**src/rtl/uart_rx_deframer.sv**
```systemverilog
// uart_rx_deframer: UART receive front end (8N1, LSB first, idle-high line).
// Turns the raw serial line into bytes behind a valid/ready handshake and
// keeps sticky framing/overrun/parity status bits for software polling.
//
// Ports:
//   clk             core clock, all state changes on the rising edge
//   rst             asynchronous active-high reset
//   serial_in       asynchronous RX line, idles high
//   data_out        received byte, stable while data_out_valid=1
//   data_out_valid  byte available
//   data_out_ready  consumer accepts the byte
//   framing_error   sticky, a stop bit was sampled low
//   overrun         sticky, a byte was dropped because the output was full
//   parity_error    sticky, even-parity check failed (0 unless parity build)
//   err_clear       one-cycle pulse clearing all sticky flags
//   busy            receiver is inside a frame (not IDLE)
//
// Build option: define UART_RX_PARITY_EN for 8E1 frames with a PARITY state.
module uart_rx_deframer #(
    parameter int CLOCK_FREQ = 50_000_000,
    parameter int BAUD_RATE  = 115_200
) (
    input  logic       clk,
    input  logic       rst,
    input  logic       serial_in,
    output logic [7:0] data_out,
    output logic       data_out_valid,
    input  logic       data_out_ready,
    output logic       framing_error,
    output logic       overrun,
    output logic       parity_error,
    input  logic       err_clear,
    output logic       busy
);

    // Clocks per bit and clocks to mid-bit; derived, never overridden.
    localparam int SYMBOL_EDGE_TIME = CLOCK_FREQ / BAUD_RATE;
    localparam int SAMPLE_TIME      = SYMBOL_EDGE_TIME / 2;
    localparam int CW               = $clog2(SYMBOL_EDGE_TIME) + 1;

    localparam logic [CW-1:0] C_MID_LAST = CW'(SAMPLE_TIME - 1);
    localparam logic [CW-1:0] C_BIT_LAST = CW'(SYMBOL_EDGE_TIME - 1);

    typedef enum logic [2:0] {
        S_IDLE   = 3'd0,
        S_START  = 3'd1,
        S_DATA   = 3'd2,
`ifdef UART_RX_PARITY_EN
        S_PARITY = 3'd3,
`endif
        S_STOP   = 3'd4
    } state_t;

    // Two-flop synchronizer; both flops reset to the idle line level.
    logic          r_sync1;
    logic          r_sync2;
    logic          w_rx_s;

    state_t        r_state;
    state_t        w_state_nxt;

    logic [CW-1:0] r_cnt;
    logic [CW-1:0] w_cnt_nxt;
    logic          w_cnt_last;

    logic [2:0]    r_bit_idx;
    logic [2:0]    w_bit_idx_nxt;

    logic [7:0]    r_shift;
    logic [7:0]    w_shift_nxt;

    logic [7:0]    r_data;
    logic [7:0]    w_data_nxt;
    logic          r_valid;
    logic          w_valid_nxt;

    logic          r_framing_err;
    logic          r_overrun;

    // Frame-level events produced by the state machine.
    logic          w_stop_ok;
    logic          w_fe_set;
    logic          w_ov_set;
    logic          w_load;

`ifdef UART_RX_PARITY_EN
    logic          r_parity_err;
    logic          w_pe_set;
`endif

    assign w_rx_s     = r_sync2;
    assign w_cnt_last = (r_cnt == C_BIT_LAST);

    // ------------------------------------------------------------------
    // Input synchronizer
    // ------------------------------------------------------------------
    always_ff @(posedge clk or posedge rst) begin
        if (rst) begin
            r_sync1 <= 1'b1;
            r_sync2 <= 1'b1;
        end else begin
            r_sync1 <= serial_in;
            r_sync2 <= r_sync1;
        end
    end

    // ------------------------------------------------------------------
    // State register and frame datapath registers
    // ------------------------------------------------------------------
    always_ff @(posedge clk or posedge rst) begin
        if (rst) begin
            r_state   <= S_IDLE;
            r_cnt     <= '0;
            r_bit_idx <= '0;
            r_shift   <= '0;
        end else begin
            r_state   <= w_state_nxt;
            r_cnt     <= w_cnt_nxt;
            r_bit_idx <= w_bit_idx_nxt;
            r_shift   <= w_shift_nxt;
        end
    end

    // ------------------------------------------------------------------
    // Next-state and frame events
    // ------------------------------------------------------------------
    always_comb begin
        w_state_nxt   = r_state;
        w_cnt_nxt     = r_cnt;
        w_bit_idx_nxt = r_bit_idx;
        w_shift_nxt   = r_shift;
        w_stop_ok     = 1'b0;
        w_fe_set      = 1'b0;
`ifdef UART_RX_PARITY_EN
        w_pe_set      = 1'b0;
`endif

        unique case (r_state)
            S_IDLE: begin
                w_cnt_nxt = '0;
                if (!w_rx_s) begin
                    w_state_nxt = S_START;
                end
            end

            S_START: begin
                if (r_cnt == C_MID_LAST) begin
                    w_cnt_nxt     = '0;
                    w_bit_idx_nxt = '0;
                    // A line already back high at mid-start is a glitch.
                    w_state_nxt   = w_rx_s ? S_IDLE : S_DATA;
                end else begin
                    w_cnt_nxt = r_cnt + 1'b1;
                end
            end

            S_DATA: begin
                if (w_cnt_last) begin
                    // LSB first: right shift so bit 0 ends up in [0].
                    w_shift_nxt   = {w_rx_s, r_shift[7:1]};
                    w_cnt_nxt     = '0;
                    w_bit_idx_nxt = r_bit_idx + 3'd1;
                    if (r_bit_idx == 3'd7) begin
`ifdef UART_RX_PARITY_EN
                        w_state_nxt = S_PARITY;
`else
                        w_state_nxt = S_STOP;
`endif
                    end
                end else begin
                    w_cnt_nxt = r_cnt + 1'b1;
                end
            end

`ifdef UART_RX_PARITY_EN
            S_PARITY: begin
                if (w_cnt_last) begin
                    // Even parity: data bits plus parity bit XOR to 0.
                    w_pe_set    = ^{r_shift, w_rx_s};
                    w_cnt_nxt   = '0;
                    w_state_nxt = S_STOP;
                end else begin
                    w_cnt_nxt = r_cnt + 1'b1;
                end
            end
`endif

            S_STOP: begin
                if (w_cnt_last) begin
                    // Leave at mid-stop so the next start edge is not missed.
                    w_cnt_nxt   = '0;
                    w_state_nxt = S_IDLE;
                    if (w_rx_s) begin
                        w_stop_ok = 1'b1;
                    end else begin
                        w_fe_set  = 1'b1;
                    end
                end else begin
                    w_cnt_nxt = r_cnt + 1'b1;
                end
            end

            default: begin
                w_cnt_nxt   = '0;
                w_state_nxt = S_IDLE;
            end
        endcase
    end

    // ------------------------------------------------------------------
    // Output buffer: a good frame loads when the buffer is empty or is
    // being drained this very cycle; otherwise the new byte is dropped.
    // ------------------------------------------------------------------
    always_comb begin
        w_load      = w_stop_ok & (~r_valid | data_out_ready);
        w_ov_set    = w_stop_ok & r_valid & ~data_out_ready;
        w_valid_nxt = w_load | (r_valid & ~data_out_ready);
        w_data_nxt  = w_load ? r_shift : r_data;
    end

    always_ff @(posedge clk or posedge rst) begin
        if (rst) begin
            r_data  <= '0;
            r_valid <= 1'b0;
        end else begin
            r_data  <= w_data_nxt;
            r_valid <= w_valid_nxt;
        end
    end

    // ------------------------------------------------------------------
    // Sticky status: a set event beats a same-cycle clear.
    // ------------------------------------------------------------------
    always_ff @(posedge clk or posedge rst) begin
        if (rst) begin
            r_framing_err <= 1'b0;
            r_overrun     <= 1'b0;
        end else begin
            r_framing_err <= (r_framing_err & ~err_clear) | w_fe_set;
            r_overrun     <= (r_overrun & ~err_clear) | w_ov_set;
        end
    end

`ifdef UART_RX_PARITY_EN
    always_ff @(posedge clk or posedge rst) begin
        if (rst) begin
            r_parity_err <= 1'b0;
        end else begin
            r_parity_err <= (r_parity_err & ~err_clear) | w_pe_set;
        end
    end

    assign parity_error = r_parity_err;
`else
    assign parity_error = 1'b0;
`endif

    assign data_out       = r_data;
    assign data_out_valid = r_valid;
    assign framing_error  = r_framing_err;
    assign overrun        = r_overrun;
    assign busy           = (r_state != S_IDLE);

endmodule

```
**config.mk**
```make
export PLATFORM = sky130hd
export DESIGN_NAME = uart_rx_deframer
export DESIGN_NICKNAME = d
export VERILOG_FILES = /design/src/rtl/uart_rx_deframer.sv
export SDC_FILE = /design/constraint.sdc
export NUM_CORES = 1
export LEC_CHECK = 0
export ABC_CLOCK_PERIOD_IN_PS = 2600
export BUFFER_PORTS_ARGS = -buffer_cell sky130_fd_sc_hd__buf_2
export CAP_MARGIN = 10
export CORE_AREA = 3 3 83 62
export DETAILED_ROUTE_END_ITERATION = 6
export DIE_AREA = 0 0 86 65
export PLACE_DENSITY = 0.59
export SYNTH_ARGS = -nofsm -noshare
export SYNTH_HDL_FRONTEND = slang
export SYNTH_SLANG_ARGS = --single-unit
```
**constraint.sdc**
```tcl
create_clock -name clk -period 2.6 [get_ports clk]
set_input_delay 0.52 -clock clk [delete_from_list [all_inputs] [get_ports clk]]
set_output_delay 0.52 -clock clk [all_outputs]
set_load 0.02 [all_outputs]
```
Word level (Yosys, flattened, before mapping)
Cells that the tools add are included.
Cells by class
  bitwise logic cells: 13
  muxes and demuxes: 19
  reductions and logical operators: 7
  add/subtract/negate cells: 2
  eq/ne operators: 11
Operators by type and width (count)
  2-to-1 mux 3 bit: 7
  2-to-1 mux 10 bit: 2
  case mux 10 bit (2 select lines): 1
  case mux 3 bit (4 select lines): 1
  adder 10 x 1 -> 10 bit, second input constant: 1
  equality test 10 x 8 -> 1 bit, second input constant: 1
  equality test 10 x 9 -> 1 bit, second input constant: 1
  inequality test 2 bit, second input constant: 5
  AND 1 bit: 6
  equality test 3 bit, second input constant: 2
  2-to-1 mux 1 bit: 6
  case mux 3 bit (2 select lines): 1
  AND reduction 5 bit: 1
  OR 1 bit: 4
  adder 3 x 1 -> 3 bit, second input constant: 1
  equality test 3 x 1 -> 1 bit, second input constant: 1
  equality test 3 x 2 -> 1 bit, second input constant: 1
  logical NOT 3 bit: 1
  inverter 1 bit: 3
  AND reduction 3 bit: 1
  nonzero test 3 bit: 1
  2-to-1 mux 2 bit: 1
  AND reduction 2 bit: 1
  nonzero test 2 bit: 1
  OR reduction 2 bit: 1
Word-level totals
  flip-flop bits (word level): 37
  logic and storage cells: 62
  bits of input ports: 5
  output and inout port bits: 13

Longest topological paths before layout
Gate-level depths: netlist of the first run.
  word-level depth: 6
  depth in mapped cells: 8
  mapped depth without buffers: 6

Worst setup path before layout of the first run
OpenSTA, ideal clock, no wires.
  kind: reg-to-reg
  from: register r_cnt[1]
  to: register r_data[0], in the netlist data_out[0]
  clock period less this slack: 1.698 ns
  required time: 2.475 ns
  path buffers: 2
  arrival time: 1.573 ns
  library setup time: 0.125 ns
  setup slack: 0.902 ns
  cell stages (with the launch flop): 9
  path through: dfrtp_1 -> inv_1 -> ha_1 -> nor2b_1 -> and3_1 -> buf_6 -> and3_4 -> buf_6 -> mux2_2
Between the ends
  longest elaborated chain between the ends: 4
RTL lines
  from (decl): line 62  | logic [CW-1:0] r_cnt;
  from (signal assigned): line 118  | r_cnt <= w_cnt_nxt;
  equality test 10 x 9 -> 1 bit: line 92  | assign w_cnt_last = (r_cnt == C_BIT_LAST);
  2-to-1 mux 1 bit: line 189  | if (w_cnt_last) begin
  2-to-1 mux 1 bit: line 138  | unique case (r_state)
  AND 1 bit: line 215  | w_load = w_stop_ok & (~r_valid | data_out_ready);
  to (signal assigned): line 226  | r_data <= w_data_nxt;
  to (decl): line 72  | logic [7:0] r_data;
No other way between the ends.
A chain may end at the register's enable or synchronous reset.

Worst setup path in the final report of the first run
  from: register r_cnt[0]
  to: register r_cnt[6]
Between the ends
  longest elaborated chain between the ends: 3
  elaborated cells on any way between the ends: 6
  those cells by class: add/sub (1); eq/ne (2); mux (3)
RTL lines
  adder 10 x 1 -> 10 bit (tied with other cells): line 153, 171, 199
  2-to-1 mux 10 bit (on tied branches): line 158, 189, 147
  case mux 10 bit (2 select lines) *: line 138
  named net w_cnt_nxt[6]: line 63  | logic [CW-1:0] w_cnt_nxt;
The timed path passes the listed nets; every way through them passes the cells marked *.

==> report_table.html, run 1 <==
<table>
<tr><th>Metric</th><th>Value</th></tr>
<tr><th colspan="2">Clock tree</th></tr>
<tr><td>Number of H-tree levels</td><td>2</td></tr>
<tr><td>Clock-pin slew reported for the worst setup and hold paths after clock tree synthesis</td><td>0.07 ns</td></tr>
<tr><td>CTS root buf</td><td>clkbuf_8</td></tr>
<tr><td>CTS tree</td><td>built</td></tr>
<tr><td>Skew-Pair Late Insertion Delay</td><td>0.28 ns</td></tr>
<tr><td>Post-cts gate resize count</td><td>0</td></tr>
<tr><td>TritonCTS sink count</td><td>37</td></tr>
<tr><td>Number of clock buffers inserted by TritonCTS</td><td>5</td></tr>
<tr><td>Max Buffers Root-to-Sink</td><td>2</td></tr>
<tr><td>Number of post-CTS setup repair buffers</td><td>0</td></tr>
<tr><td>Cts hold-fix bufs</td><td>0</td></tr>
<tr><th colspan="2">Global route</th></tr>
<tr><td>Total track usage</td><td>12.1%</td></tr>
<tr><td>Grt met3 use</td><td>3.81%</td></tr>
<tr><td>Met1 demand-to-capacity share in global routing</td><td>17.1%</td></tr>
<tr><td>Global Route met2 Usage</td><td>17.6%</td></tr>
<tr><td>Vias in the first global route</td><td>1080</td></tr>
<tr><td>Largest net degree at the start of global routing</td><td>38</td></tr>
<tr><td>Total grt overflow</td><td>0</td></tr>
<tr><td>Global-route wire length before repair</td><td>5210 µm</td></tr>
<tr><td>Busiest metal layer after global routing</td><td>met2</td></tr>
<tr><td>Initial antenna violation count</td><td>0</td></tr>
<tr><th colspan="2">Setup path</th></tr>
<tr><td>Required time of the worst setup path</td><td>2.75 ns</td></tr>
<tr><td>CP max stage cell</td><td>o32a_1</td></tr>
<tr><td>Crit path buffers/inverters</td><td>1</td></tr>
<tr><td>CP endpoint kind</td><td>flop</td></tr>
<tr><td>Nature of the critical path startpoint</td><td>flop</td></tr>
<tr><td>Family with the most delay on the worst path</td><td>simple AND/OR/NAND/NOR gates</td></tr>
<tr><td>Worst setup path class</td><td>flop to flop</td></tr>
<tr><td>Max FO, Critical Path</td><td>10</td></tr>
<tr><td>Max stage delay on crit path</td><td>0.47 ns</td></tr>
<tr><td>Series of cell instances along the critical path</td><td>inv_1, ha_1, nor3b_1, nor4b_2, o32a_1, nor2_1</td></tr>
<tr><td>Arrival time at the worst endpoint</td><td>2.12 ns</td></tr>
<tr><th colspan="2">Power and ir drop</th></tr>
<tr><td>Worst vdd rail ir drop</td><td>263 µV</td></tr>
<tr><td>Power per Cell Area</td><td>516 nW/µm²</td></tr>
<tr><td>Leakage power</td><td>0.911 nW</td></tr>
<tr><th colspan="2">Yosys</th></tr>
<tr><td>Synthesis-stage register bit count</td><td>37</td></tr>
<tr><td>Ys Warns</td><td>0</td></tr>
<tr><td>Most common cell in the netlist</td><td>dfrtp_1</td></tr>
<tr><td>Post-synth top area cell</td><td>dfrtp_1</td></tr>
<tr><td>Post-synth top flop</td><td>dfrtp_1</td></tr>
<tr><td>Top cells by area in the synthesized netlist</td><td>dfrtp_1 52%, mux2_2 11%, ha_1 3.7%</td></tr>
<tr><td>Commonest cells post-synth</td><td>35 x dfrtp_1, 16 x mux2_2, 16 x nor2_1</td></tr>
<tr><td>Net count after synthesis</td><td>151</td></tr>
<tr><td>Share of Yosys cell area claimed by the top area cell type</td><td>51.7%</td></tr>
<tr><td>Syn avg cell area</td><td>12.0 µm²</td></tr>
<tr><td>Post-synthesis async set-or-reset flop share</td><td>100%</td></tr>
<tr><td>EDFF count, synth</td><td>0</td></tr>
<tr><td>Number of cells produced by synthesis</td><td>141</td></tr>
<tr><td>Number of distinct library cells after synthesis</td><td>36</td></tr>
<tr><td>Synthesized area</td><td>1690 µm²</td></tr>
<tr><td>Sequential element share of the synthesized area</td><td>54.8%</td></tr>
<tr><th colspan="2">Routing</th></tr>
<tr><td>Total DRC errors in the routed layout</td><td>0</td></tr>
<tr><td>Post-DRT Antenna Nets</td><td>0</td></tr>
<tr><td>Routed Wire Length</td><td>3040 µm</td></tr>
<tr><td>1st-iter DRT viols</td><td>84</td></tr>
<tr><td>Detailed-route vias per instance</td><td>4.83</td></tr>
<tr><td>Wire length per cell</td><td>14.1 µm</td></tr>
<tr><td>Via Count</td><td>1043</td></tr>
<tr><td>Number of iterations in the first detailed-routing pass</td><td>4</td></tr>
<tr><th colspan="2">Timing</th></tr>
<tr><td>Shortest clock period the worst path allows after layout</td><td>1.96 ns</td></tr>
<tr><td>Achievable Freq</td><td>0.509 GHz</td></tr>
<tr><td>Slew Viols, Final</td><td>0</td></tr>
<tr><td>Hold violation count in the final report</td><td>0</td></tr>
<tr><td>Sum Neg Setup Slack</td><td>0 ns</td></tr>
<tr><td>Final setup vio count</td><td>0</td></tr>
<tr><td>Clock skew</td><td>0.00368 ns</td></tr>
<tr><td>Final clock period utilization by the worst path</td><td>75.6%</td></tr>
<tr><td>Unrepaired setup endpoints after global routing</td><td>false</td></tr>
<tr><th colspan="2">Run</th></tr>
<tr><td>Number of max-cap violations</td><td>0</td></tr>
<tr><th colspan="2">Floorplanning</th></tr>
<tr><td>Die extent in x</td><td>86 µm</td></tr>
<tr><td>Ports</td><td>18</td></tr>
<tr><td>Core Footprint</td><td>4330 µm²</td></tr>
<tr><td>Die Area</td><td>5590 µm²</td></tr>
<tr><td>Initial cell density of the core</td><td>39.1%</td></tr>
<tr><td>Core Rows</td><td>20</td></tr>
<tr><td>Height of the die</td><td>65 µm</td></tr>
<tr><th colspan="2">Placement</th></tr>
<tr><td>Detailed Place HPWL</td><td>2240 µm</td></tr>
<tr><td>Input/output buffers</td><td>16</td></tr>
<tr><td>Placed instance count</td><td>208</td></tr>
<tr><td>Routability cong.</td><td>0.792</td></tr>
<tr><th colspan="2">Layout</th></tr>
<tr><td># nets final</td><td>170</td></tr>
<tr><td>Fillcell total</td><td>430</td></tr>
<tr><td>Area added between synthesis and finish</td><td>11.4%</td></tr>
<tr><td>Share of final-layout standard cells stronger than drive strength 1</td><td>29.8%</td></tr>
<tr><td>Antenna cell count</td><td>0</td></tr>
<tr><td>Final design utilization</td><td>43.6%</td></tr>
<tr><td>Final non-filler cell total</td><td>216</td></tr>
<tr><th colspan="2">Worst hold path</th></tr>
<tr><td>Worst min-delay path class</td><td>input pin to asynchronous set/reset pin</td></tr>
<tr><th colspan="2">Status</th></tr>
<tr><td>Outcome</td><td>completed</td></tr>
</table>
==> path summary, 6_finish.rpt <==
check,end,from,cells past startpoint,slack [ns]
max in group asynchronous,r_sync2,rst,3,1.91
min in group clk,r_sync1,serial_in,1,0.34
setup reg to reg,r_cnt[6],r_cnt[0],6,0.64
setup / recovery,r_cnt[6],r_cnt[0],6,0.64
hold reg to reg,r_sync2,r_sync1,0,0.36
hold / removal,data_out[1],rst,3,0.33
==> registers in the layout, summed over array words and instances (netlist names) <==
signal / count
r_shift: 8
framing_error: 1
data_out_valid: 1
r_state: 3
r_sync1: 1
r_sync2: 1
overrun: 1
r_cnt: 10
r_bit_idx: 3
data_out: 8
==> worst min-delay path, stage by stage <==
cell and delay (ns):
buf_2 0.09, inv_1 0.04, buf_4 0.40
==> routing by layer <==
layer / part of all wire (%) / vias to the layer above
met5: 0 / -
met4: 0.43 / 0
met3: 4.7 / 2
met2: 43 / 21
met1: 52 / 508
li1: - / 512
==> through the flow <==
stage	area (µm²)	setup WS, ns	power, mW	hold WS, ns
3_5_place_dp	1810	0.611	0.609	0.347
6_report	1890	0.635	0.973	0.333
2_1_floorplan	1690	0.902	0.601	0.345
3_3_place_gp	1810	0.666	0.608	0.350
4_1_cts	1890	0.612	0.992	0.328
5_1_grt	1890	0.467	1.02	0.331
==> area by class of cell <==
type	count	area (µm²)	area share, %
Clock buffer	6	72.6	3.84
Clock inverter	2	10.0	0.530
Inverter	7	26.3	1.39
Multi-Input combinational cell	92	694	36.8
Sequential cell	37	928	49.2
Tap cell	55	68.8	3.64
Timing Repair Buffer	17	87.6	4.64
==> report_power, final <==
| part | leakage [nW] | total (mW) | internal (mW) | switching (mW) |
|---|---|---|---|---|
| clock network | 0.0450 | 0.377 | 0.186 | 0.191 |
| logic | 0.371 | 0.0167 | 0.00371 | 0.0130 |
| registers | 0.495 | 0.580 | 0.578 | 0.00160 |
==> cells in the final DEF (no fill, tap or decap), types with 3 or more instances in the layout <==
master    netlist  routed
clkbuf_8        0       5
nor2_1         16      16
dfrtp_1        35      35
mux2_2         16      16
xnor2_1         7       7
ha_1            5       5
mux2i_1         4       4
nand3_1         5       5
nor3_1          3       3
inv_1           7       7
and3b_1         3       3
buf_2           0      16
nand2_1         8       8
==> logic make-up after synthesis <==
| logic type | after synthesis | synth area share, % |
|---|---|---|
| other | 1 | 0.221 |
| AO/OA/AOI/OAI | 6 | 2.73 |
| XOR/XNOR | 9 | 4.65 |
| AND/OR/NAND/NOR | 51 | 16.7 |
| adder cells (fa/ha/maj) | 5 | 3.69 |
| multiplexers | 20 | 13.0 |
| flip-flops | 37 | 54.8 |
| buffers and inverters | 12 | 4.21 |
(Power assumes the default switching activity.)
==> run 2, diff against run 1 <==
--- a/config.mk
+++ b/config.mk
@@ -5,13 +5,13 @@
 export SDC_FILE = /design/constraint.sdc
 export NUM_CORES = 1
 export LEC_CHECK = 0
-export ABC_CLOCK_PERIOD_IN_PS = 2600
+export ABC_CLOCK_PERIOD_IN_PS = 1700
 export BUFFER_PORTS_ARGS = -buffer_cell sky130_fd_sc_hd__buf_2
 export CAP_MARGIN = 10
 export CORE_AREA = 3 3 83 62
 export DETAILED_ROUTE_END_ITERATION = 6
 export DIE_AREA = 0 0 86 65
-export PLACE_DENSITY = 0.59
+export PLACE_DENSITY = 0.61
 export SYNTH_ARGS = -nofsm -noshare
 export SYNTH_HDL_FRONTEND = slang
 export SYNTH_SLANG_ARGS = --single-unit
==> constraint.sdc (replaced) <==
create_clock -name clk -period 1.7 [get_ports clk]
set_input_delay 0.34 -clock clk [delete_from_list [all_inputs] [get_ports clk]]
set_output_delay 0.34 -clock clk [all_outputs]
set_load 0.02 [all_outputs]
==> run 2 against run 1 <==
- clock power increased by 100%
- design area is 13% higher
- non-clock buffer count grew 15
- fmax rose by 17%
- first-iteration DRC count shrank 27%
- worst setup slack worse by 0.61 ns
==> report_table.html, run 2 (synthesis results as in run 1) <==
<table>
<tr><th>Metric</th><th>Value</th></tr>
<tr><th colspan="2">Power and ir drop</th></tr>
<tr><td>Power per Cell Area</td><td>789 nW/µm²</td></tr>
<tr><td>Leakage power</td><td>1.04 nW</td></tr>
<tr><td>Worst vdd rail ir drop</td><td>440 µV</td></tr>
<tr><th colspan="2">Layout</th></tr>
<tr><td>Most common cell after layout, fill and taps aside</td><td>dfrtp_1</td></tr>
<tr><td>Share of final-layout standard cells stronger than drive strength 1</td><td>40.3%</td></tr>
<tr><td>Final design utilization</td><td>49.2%</td></tr>
<tr><td>Number of flip-flops under the largest register name</td><td>10</td></tr>
<tr><td>Antenna cell count</td><td>0</td></tr>
<tr><td>Most frequent cells in the layout</td><td>34 x dfrtp_1, 16 x nor2_1, 15 x buf_2, 15 x buf_4</td></tr>
<tr><td># nets final</td><td>185</td></tr>
<tr><td>Register with the most flip-flops</td><td>r_cnt</td></tr>
<tr><td>Area added between synthesis and finish</td><td>25.8%</td></tr>
<tr><th colspan="2">Setup path</th></tr>
<tr><td>Startpoint of the lowest-slack register-to-register path</td><td>r_cnt[1]</td></tr>
<tr><td>Crit path buffers/inverters</td><td>1</td></tr>
<tr><td>Max FO, Critical Path</td><td>8</td></tr>
<tr><td>CP max stage cell</td><td>dfrtp_1</td></tr>
<tr><td>Setup slack on the worst flop-to-flop path</td><td>0.02 ns</td></tr>
<tr><td>Required time of the worst setup path</td><td>1.86 ns</td></tr>
<tr><td>Family with the most delay on the worst path</td><td>simple AND/OR/NAND/NOR gates</td></tr>
<tr><td>Number of cells on the critical path</td><td>6</td></tr>
<tr><td>Critical Path Sink</td><td>data_out[6]</td></tr>
<tr><td>CP endpoint kind</td><td>flop</td></tr>
<tr><td>Nature of the critical path startpoint</td><td>flop</td></tr>
<tr><td>Max stage delay on crit path</td><td>0.39 ns</td></tr>
<tr><td>Cell repeated most along the worst path</td><td>and3_4</td></tr>
<tr><td>Series of cell instances along the critical path</td><td>inv_2, ha_2, nor2b_4, and3_4, and3_4, mux2_4</td></tr>
<tr><td>Critical Path Start</td><td>r_cnt[1]</td></tr>
<tr><td>Cell count of the worst reg-to-reg path</td><td>6</td></tr>
<tr><td>Worst setup path class</td><td>flop to flop</td></tr>
<tr><td>Arrival time at the worst endpoint</td><td>1.84 ns</td></tr>
<tr><td>Worst R2R End</td><td>data_out[6]</td></tr>
<tr><th colspan="2">Timing</th></tr>
<tr><td>Final clock period utilization by the worst path</td><td>98.7%</td></tr>
<tr><td>Unrepaired setup endpoints after global routing</td><td>true</td></tr>
<tr><td>Setup ws final</td><td>0.0213 ns</td></tr>
<tr><td>Shortest clock period the worst path allows after layout</td><td>1.68 ns</td></tr>
<tr><td>Final setup vio count</td><td>0</td></tr>
<tr><td>Slew Viols, Final</td><td>0</td></tr>
<tr><td>Sum Neg Setup Slack</td><td>0 ns</td></tr>
<tr><td>Hold violation count in the final report</td><td>0</td></tr>
<tr><td>Clock skew</td><td>0.00733 ns</td></tr>
<tr><td>Achievable Freq</td><td>0.596 GHz</td></tr>
<tr><th colspan="2">Clock tree</th></tr>
<tr><td>CTS root buf</td><td>clkbuf_8</td></tr>
<tr><td>Cts hold-fix bufs</td><td>0</td></tr>
<tr><td>CTS tree</td><td>built</td></tr>
<tr><td>Max Buffers Root-to-Sink</td><td>2</td></tr>
<tr><td>TritonCTS sink count</td><td>37</td></tr>
<tr><td>Skew-Pair Late Insertion Delay</td><td>0.28 ns</td></tr>
<tr><td>Clock-pin slew reported for the worst setup and hold paths after clock tree synthesis</td><td>0.07 ns</td></tr>
<tr><td>Number of clock buffers inserted by TritonCTS</td><td>5</td></tr>
<tr><td>Number of H-tree levels</td><td>2</td></tr>
<tr><th colspan="2">Status</th></tr>
<tr><td>Outcome</td><td>completed</td></tr>
<tr><th colspan="2">Worst hold path</th></tr>
<tr><td>Worst min-delay path class</td><td>input pin to asynchronous set/reset pin</td></tr>
<tr><th colspan="2">Global route</th></tr>
<tr><td>Largest net degree at the start of global routing</td><td>38</td></tr>
<tr><td>Vias in the first global route</td><td>1117</td></tr>
<tr><td>Total grt overflow</td><td>0</td></tr>
<tr><td>Global-route wire length before repair</td><td>5050 µm</td></tr>
<tr><td>Initial antenna violation count</td><td>0</td></tr>
<tr><td>Total track usage</td><td>11.6%</td></tr>
<tr><th colspan="2">Placement</th></tr>
<tr><td>Routability cong.</td><td>0.839</td></tr>
<tr><td>Input/output buffers</td><td>16</td></tr>
<tr><td>Detailed Place HPWL</td><td>2160 µm</td></tr>
<tr><td>Setup slack at placement</td><td>-0.0574 ns</td></tr>
<tr><th colspan="2">Routing</th></tr>
<tr><td>Routed Wire Length</td><td>3040 µm</td></tr>
<tr><td>Number of iterations in the first detailed-routing pass</td><td>4</td></tr>
<tr><td>Post-DRT Antenna Nets</td><td>0</td></tr>
<tr><td>Via Count</td><td>1090</td></tr>
<tr><td>Wire length per cell</td><td>13.1 µm</td></tr>
<tr><td>1st-iter DRT viols</td><td>61</td></tr>
<tr><td>Detailed-route vias per instance</td><td>4.72</td></tr>
<tr><td>Total DRC errors in the routed layout</td><td>0</td></tr>
<tr><th colspan="2">Floorplanning</th></tr>
<tr><td>Core Footprint</td><td>4330 µm²</td></tr>
<tr><td>Core Rows</td><td>20</td></tr>
<tr><td>Die extent in x</td><td>86 µm</td></tr>
<tr><td>Die Area</td><td>5590 µm²</td></tr>
<tr><td>Ports</td><td>18</td></tr>
<tr><td>Initial cell density of the core</td><td>39.1%</td></tr>
<tr><td>Height of the die</td><td>65 µm</td></tr>
<tr><th colspan="2">Run</th></tr>
<tr><td>Number of max-cap violations</td><td>0</td></tr>
</table>
## run 2: final cells by class
cell class | instances | area (µm²)
fillers | 370 | 2200
repair buffers | 32 | 219
clock inverters | 1 | 30.0
flip-flops and latches | 37 | 930
multi-input cells | 92 | 771
inverters | 7 | 26.3
clock buffers | 7 | 86.3
well taps | 55 | 68.8
## run 2: worst register-to-register path, cell delays in order, from the launching register on
cell	delay [ns]
dfrtp_1	0.39
inv_2	0.06
ha_2	0.16
nor2b_4	0.13
and3_4	0.19
and3_4	0.30
mux2_4	0.33
## run 2: power by group
part           total [mW]  switching (mW)  leakage [nW]  internal, mW
clock               0.768           0.290        0.0585         0.478
combinational      0.0259          0.0202         0.488       0.00569
sequential          0.887         0.00246         0.494         0.884
## run 2: what timing repair did
action / CTS / global route
pin swaps: 2 / 4
resized for setup: 13 / 9
endpoints found under the hold margin: 0 / 0
endpoints found under the setup margin: 30 / 28
setup buffers: 1 / 2
gates cloned: 0 / 0
## run 2: worst min path at each step
stage	startpoint	slack, ns	to	depth (start not counted)
6_report	rst	0.16	data_out[0]	3
3_3_place_gp	r_sync1	0.35	r_sync2	0
2_1_floorplan	serial_in	0.34	r_sync1	0
5_1_grt	serial_in	0.13	r_sync1	1
3_5_place_dp	r_sync1	0.35	r_sync2	0
4_1_cts	serial_in	0.14	r_sync1	1
## run 2: per-layer routing
metal  track usage (%)  part of all wire [%]  up-vias
met5                 0                     0        -
met4              4.55                  0.96        0
met3              3.94                   4.1        4
met2              18.0                    45       19
met1              15.0                    50      523
li1                  -                     -      544
## run 2: stage by stage
step	cell area, µm²	total power [mW]	hold WS (ns)	instances
finish	2130	1.68	0.157	231
floorplan	1690	0.920	0.344	141
CTS	2080	1.70	0.143	229
global placement	1920	0.930	0.348	221
global route	2130	1.75	0.131	231
detailed placement	1920	0.931	0.349	221
==> run 3, diff against run 2 <==
--- a/config.mk
+++ b/config.mk
@@ -5,13 +5,13 @@
 export SDC_FILE = /design/constraint.sdc
 export NUM_CORES = 1
 export LEC_CHECK = 0
-export ABC_CLOCK_PERIOD_IN_PS = 1700
+export ABC_CLOCK_PERIOD_IN_PS = 1790
 export BUFFER_PORTS_ARGS = -buffer_cell sky130_fd_sc_hd__buf_2
 export CAP_MARGIN = 10
 export CORE_AREA = 3 3 83 62
 export DETAILED_ROUTE_END_ITERATION = 6
 export DIE_AREA = 0 0 86 65
-export PLACE_DENSITY = 0.61
+export PLACE_DENSITY = 0.59
 export SYNTH_ARGS = -nofsm -noshare
 export SYNTH_HDL_FRONTEND = slang
 export SYNTH_SLANG_ARGS = --single-unit
==> constraint.sdc (replaced) <==
create_clock -name clk -period 1.79 [get_ports clk]
set_input_delay 0.358 -clock clk [delete_from_list [all_inputs] [get_ports clk]]
set_output_delay 0.358 -clock clk [all_outputs]
set_load 0.02 [all_outputs]
==> run 3 against run 2 <==
- combinational power shrank 4%
- hold slack improved by 0.014 ns
- via count is essentially flat
- sequential power fell by 5.1%
- worst setup slack improved by 0.084 ns
- final cell count shrank 2.6%
- critical path depth down 2
- first-iteration DRC count shrank 39%
- register-to-register slack better by 0.08 ns
- critical endpoint is now data_out[2]
- largest power group unchanged
- highest routed layer unchanged
==> report_table.html, run 3 (synthesis results as in run 1) <==
<table>
<tr><th>Metric</th><th>Value</th></tr>
<tr><th colspan="2">Status</th></tr>
<tr><td>Outcome</td><td>completed</td></tr>
<tr><th colspan="2">Setup path</th></tr>
<tr><td>Crit path buffers/inverters</td><td>0</td></tr>
<tr><td>Cell count of the worst reg-to-reg path</td><td>4</td></tr>
<tr><td>Setup slack on the worst flop-to-flop path</td><td>0.10 ns</td></tr>
<tr><td>Arrival time at the worst endpoint</td><td>1.86 ns</td></tr>
<tr><td>Family with the most delay on the worst path</td><td>simple AND/OR/NAND/NOR gates</td></tr>
<tr><td>Startpoint of the lowest-slack register-to-register path</td><td>r_state[2]</td></tr>
<tr><td>Max stage delay on crit path</td><td>0.48 ns</td></tr>
<tr><td>Nature of the critical path startpoint</td><td>flop</td></tr>
<tr><td>CP endpoint kind</td><td>flop</td></tr>
<tr><td>Max FO, Critical Path</td><td>8</td></tr>
<tr><td>Series of cell instances along the critical path</td><td>nor2b_1, and3b_1, and3_4, mux2_2</td></tr>
<tr><td>CP max stage cell</td><td>dfrtp_1</td></tr>
<tr><td>Worst R2R End</td><td>data_out[2]</td></tr>
<tr><td>Worst setup path class</td><td>flop to flop</td></tr>
<tr><td>Required time of the worst setup path</td><td>1.96 ns</td></tr>
<tr><th colspan="2">Timing</th></tr>
<tr><td>Clock skew</td><td>0.00536 ns</td></tr>
<tr><td>Final setup vio count</td><td>0</td></tr>
<tr><td>Achievable Freq</td><td>0.593 GHz</td></tr>
<tr><td>Slew Viols, Final</td><td>0</td></tr>
<tr><td>Final clock period utilization by the worst path</td><td>94.1%</td></tr>
<tr><td>Hold violation count in the final report</td><td>0</td></tr>
<tr><td>Setup ws final</td><td>0.105 ns</td></tr>
<tr><td>Shortest clock period the worst path allows after layout</td><td>1.69 ns</td></tr>
<tr><th colspan="2">Layout</th></tr>
<tr><td>Number of flip-flops under the largest register name</td><td>10</td></tr>
<tr><td>Final design utilization</td><td>45.8%</td></tr>
<tr><td>Area added between synthesis and finish</td><td>17.1%</td></tr>
<tr><td>Most common cell after layout, fill and taps aside</td><td>dfrtp_1</td></tr>
<tr><td># nets final</td><td>179</td></tr>
<tr><td>Most frequent cells in the layout</td><td>35 x dfrtp_1, 16 x mux2_2, 16 x buf_2</td></tr>
<tr><td>Share of final-layout standard cells stronger than drive strength 1</td><td>34.7%</td></tr>
<tr><td>Antenna cell count</td><td>0</td></tr>
<tr><td>Register with the most flip-flops</td><td>r_cnt</td></tr>
<tr><td>Post-route cell area</td><td>1980 µm²</td></tr>
<tr><th colspan="2">Clock tree</th></tr>
<tr><td>TritonCTS sink count</td><td>37</td></tr>
<tr><td>Cts hold-fix bufs</td><td>0</td></tr>
<tr><td>CTS root buf</td><td>clkbuf_8</td></tr>
<tr><td>Skew-Pair Late Insertion Delay</td><td>0.28 ns</td></tr>
<tr><td>Number of H-tree levels</td><td>2</td></tr>
<tr><td>Clock-pin slew reported for the worst setup and hold paths after clock tree synthesis</td><td>0.07 ns</td></tr>
<tr><td>CTS tree</td><td>built</td></tr>
<tr><td>Number of clock buffers inserted by TritonCTS</td><td>5</td></tr>
<tr><td>Max Buffers Root-to-Sink</td><td>2</td></tr>
<tr><th colspan="2">Routing</th></tr>
<tr><td>Wire length per cell</td><td>13.5 µm</td></tr>
<tr><td>Total DRC errors in the routed layout</td><td>0</td></tr>
<tr><td>Post-DRT Antenna Nets</td><td>0</td></tr>
<tr><td>Routed Wire Length</td><td>3030 µm</td></tr>
<tr><td>1st-iter DRT viols</td><td>37</td></tr>
<tr><td>Number of iterations in the first detailed-routing pass</td><td>4</td></tr>
<tr><td>Via Count</td><td>1091</td></tr>
<tr><td>Detailed-route vias per instance</td><td>4.85</td></tr>
<tr><th colspan="2">Global route</th></tr>
<tr><td>Total track usage</td><td>12.2%</td></tr>
<tr><td>Global-route wire length before repair</td><td>5260 µm</td></tr>
<tr><td>Largest net degree at the start of global routing</td><td>38</td></tr>
<tr><td>Total grt overflow</td><td>0</td></tr>
<tr><td>Initial antenna violation count</td><td>0</td></tr>
<tr><td>Vias in the first global route</td><td>1130</td></tr>
<tr><th colspan="2">Placement</th></tr>
<tr><td>Detailed Place HPWL</td><td>2200 µm</td></tr>
<tr><td>Area post-placement</td><td>1870 µm²</td></tr>
<tr><td>Input/output buffers</td><td>16</td></tr>
<tr><td>Setup slack at placement</td><td>-0.00841 ns</td></tr>
<tr><td>Routability cong.</td><td>0.858</td></tr>
<tr><th colspan="2">Worst hold path</th></tr>
<tr><td>Worst min-delay path class</td><td>input pin to asynchronous set/reset pin</td></tr>
<tr><th colspan="2">Floorplanning</th></tr>
<tr><td>Core Footprint</td><td>4330 µm²</td></tr>
<tr><td>Height of the die</td><td>65 µm</td></tr>
<tr><td>Die extent in x</td><td>86 µm</td></tr>
<tr><td>Initial cell density of the core</td><td>39.1%</td></tr>
<tr><td>Ports</td><td>18</td></tr>
<tr><td>Die Area</td><td>5590 µm²</td></tr>
<tr><td>Core Rows</td><td>20</td></tr>
<tr><th colspan="2">Run</th></tr>
<tr><td>Number of max-cap violations</td><td>0</td></tr>
<tr><th colspan="2">Power and ir drop</th></tr>
<tr><td>Power per Cell Area</td><td>731 nW/µm²</td></tr>
<tr><td>Leakage power</td><td>0.969 nW</td></tr>
<tr><td>Worst vdd rail ir drop</td><td>471 µV</td></tr>
<tr><td>Overall power</td><td>1.45 mW</td></tr>
</table>
## run 3: power by group
group / switching [mW] / internal, mW
Combinational: 0.0194 / 0.00541
Sequential: 0.00194 / 0.840
Clock: 0.271 / 0.314
Total: 0.292 / 1.16
## run 3: metal layers
layer  GRT usage (%)  wire [µm]  vias to the layer above
met5               0          0                        -
met4            4.55         40                        0
met3            4.32        220                        7
met2            17.4       1240                       35
met1            17.0       1530                      518
li1                -          -                      531
## run 3: repair_timing
item / 4_1_cts / 5_1_grt
endpoints found under the setup margin: 3 / 13
setup buffers: 0 / 1
resized for setup: 1 / 4
## run 3: worst max path at each step
stage          startpoint           end  slack [ns]  cells past startpoint
6_report       r_state[2]   data_out[2]        0.10                      4
3_5_place_dp     r_cnt[0]  r_bit_idx[2]      -0.008                      6
4_1_cts          r_cnt[0]  r_bit_idx[2]       0.005                      6
2_1_floorplan    r_cnt[1]   data_out[0]        0.09                      8
5_1_grt          r_cnt[1]      r_cnt[9]       -0.02                      7
3_3_place_gp     r_cnt[1]  r_bit_idx[1]       0.001                      6
## run 3: layout make-up
| class | instances | area [µm²] |
|---|---|---|
| Clock buffer | 8 | 90.1 |
| Fill cell | 410 | 2340 |
| Inverter | 7 | 26.3 |
| Multi-Input combinational cell | 92 | 712 |
| Sequential cell | 37 | 928 |
| Tap cell | 55 | 68.8 |
| Timing Repair Buffer | 26 | 159 |
## run 3: per-stage QoR
step	setup TNS [ns]	hold slack, ns	cells
after floorplan	0	0.345	141
after global placement	0	0.347	216
after detailed placement	-0.0108	0.347	216
after CTS	0	0.166	224
after global routing	-0.113	0.158	225
final	0	0.171	225
## run 3: worst register-to-register path, stage by stage (launching register included)
cell and delay (ns):
dfrtp_1 0.48, nor2b_1 0.26, and3b_1 0.22, and3_4 0.27
mux2_2 0.35
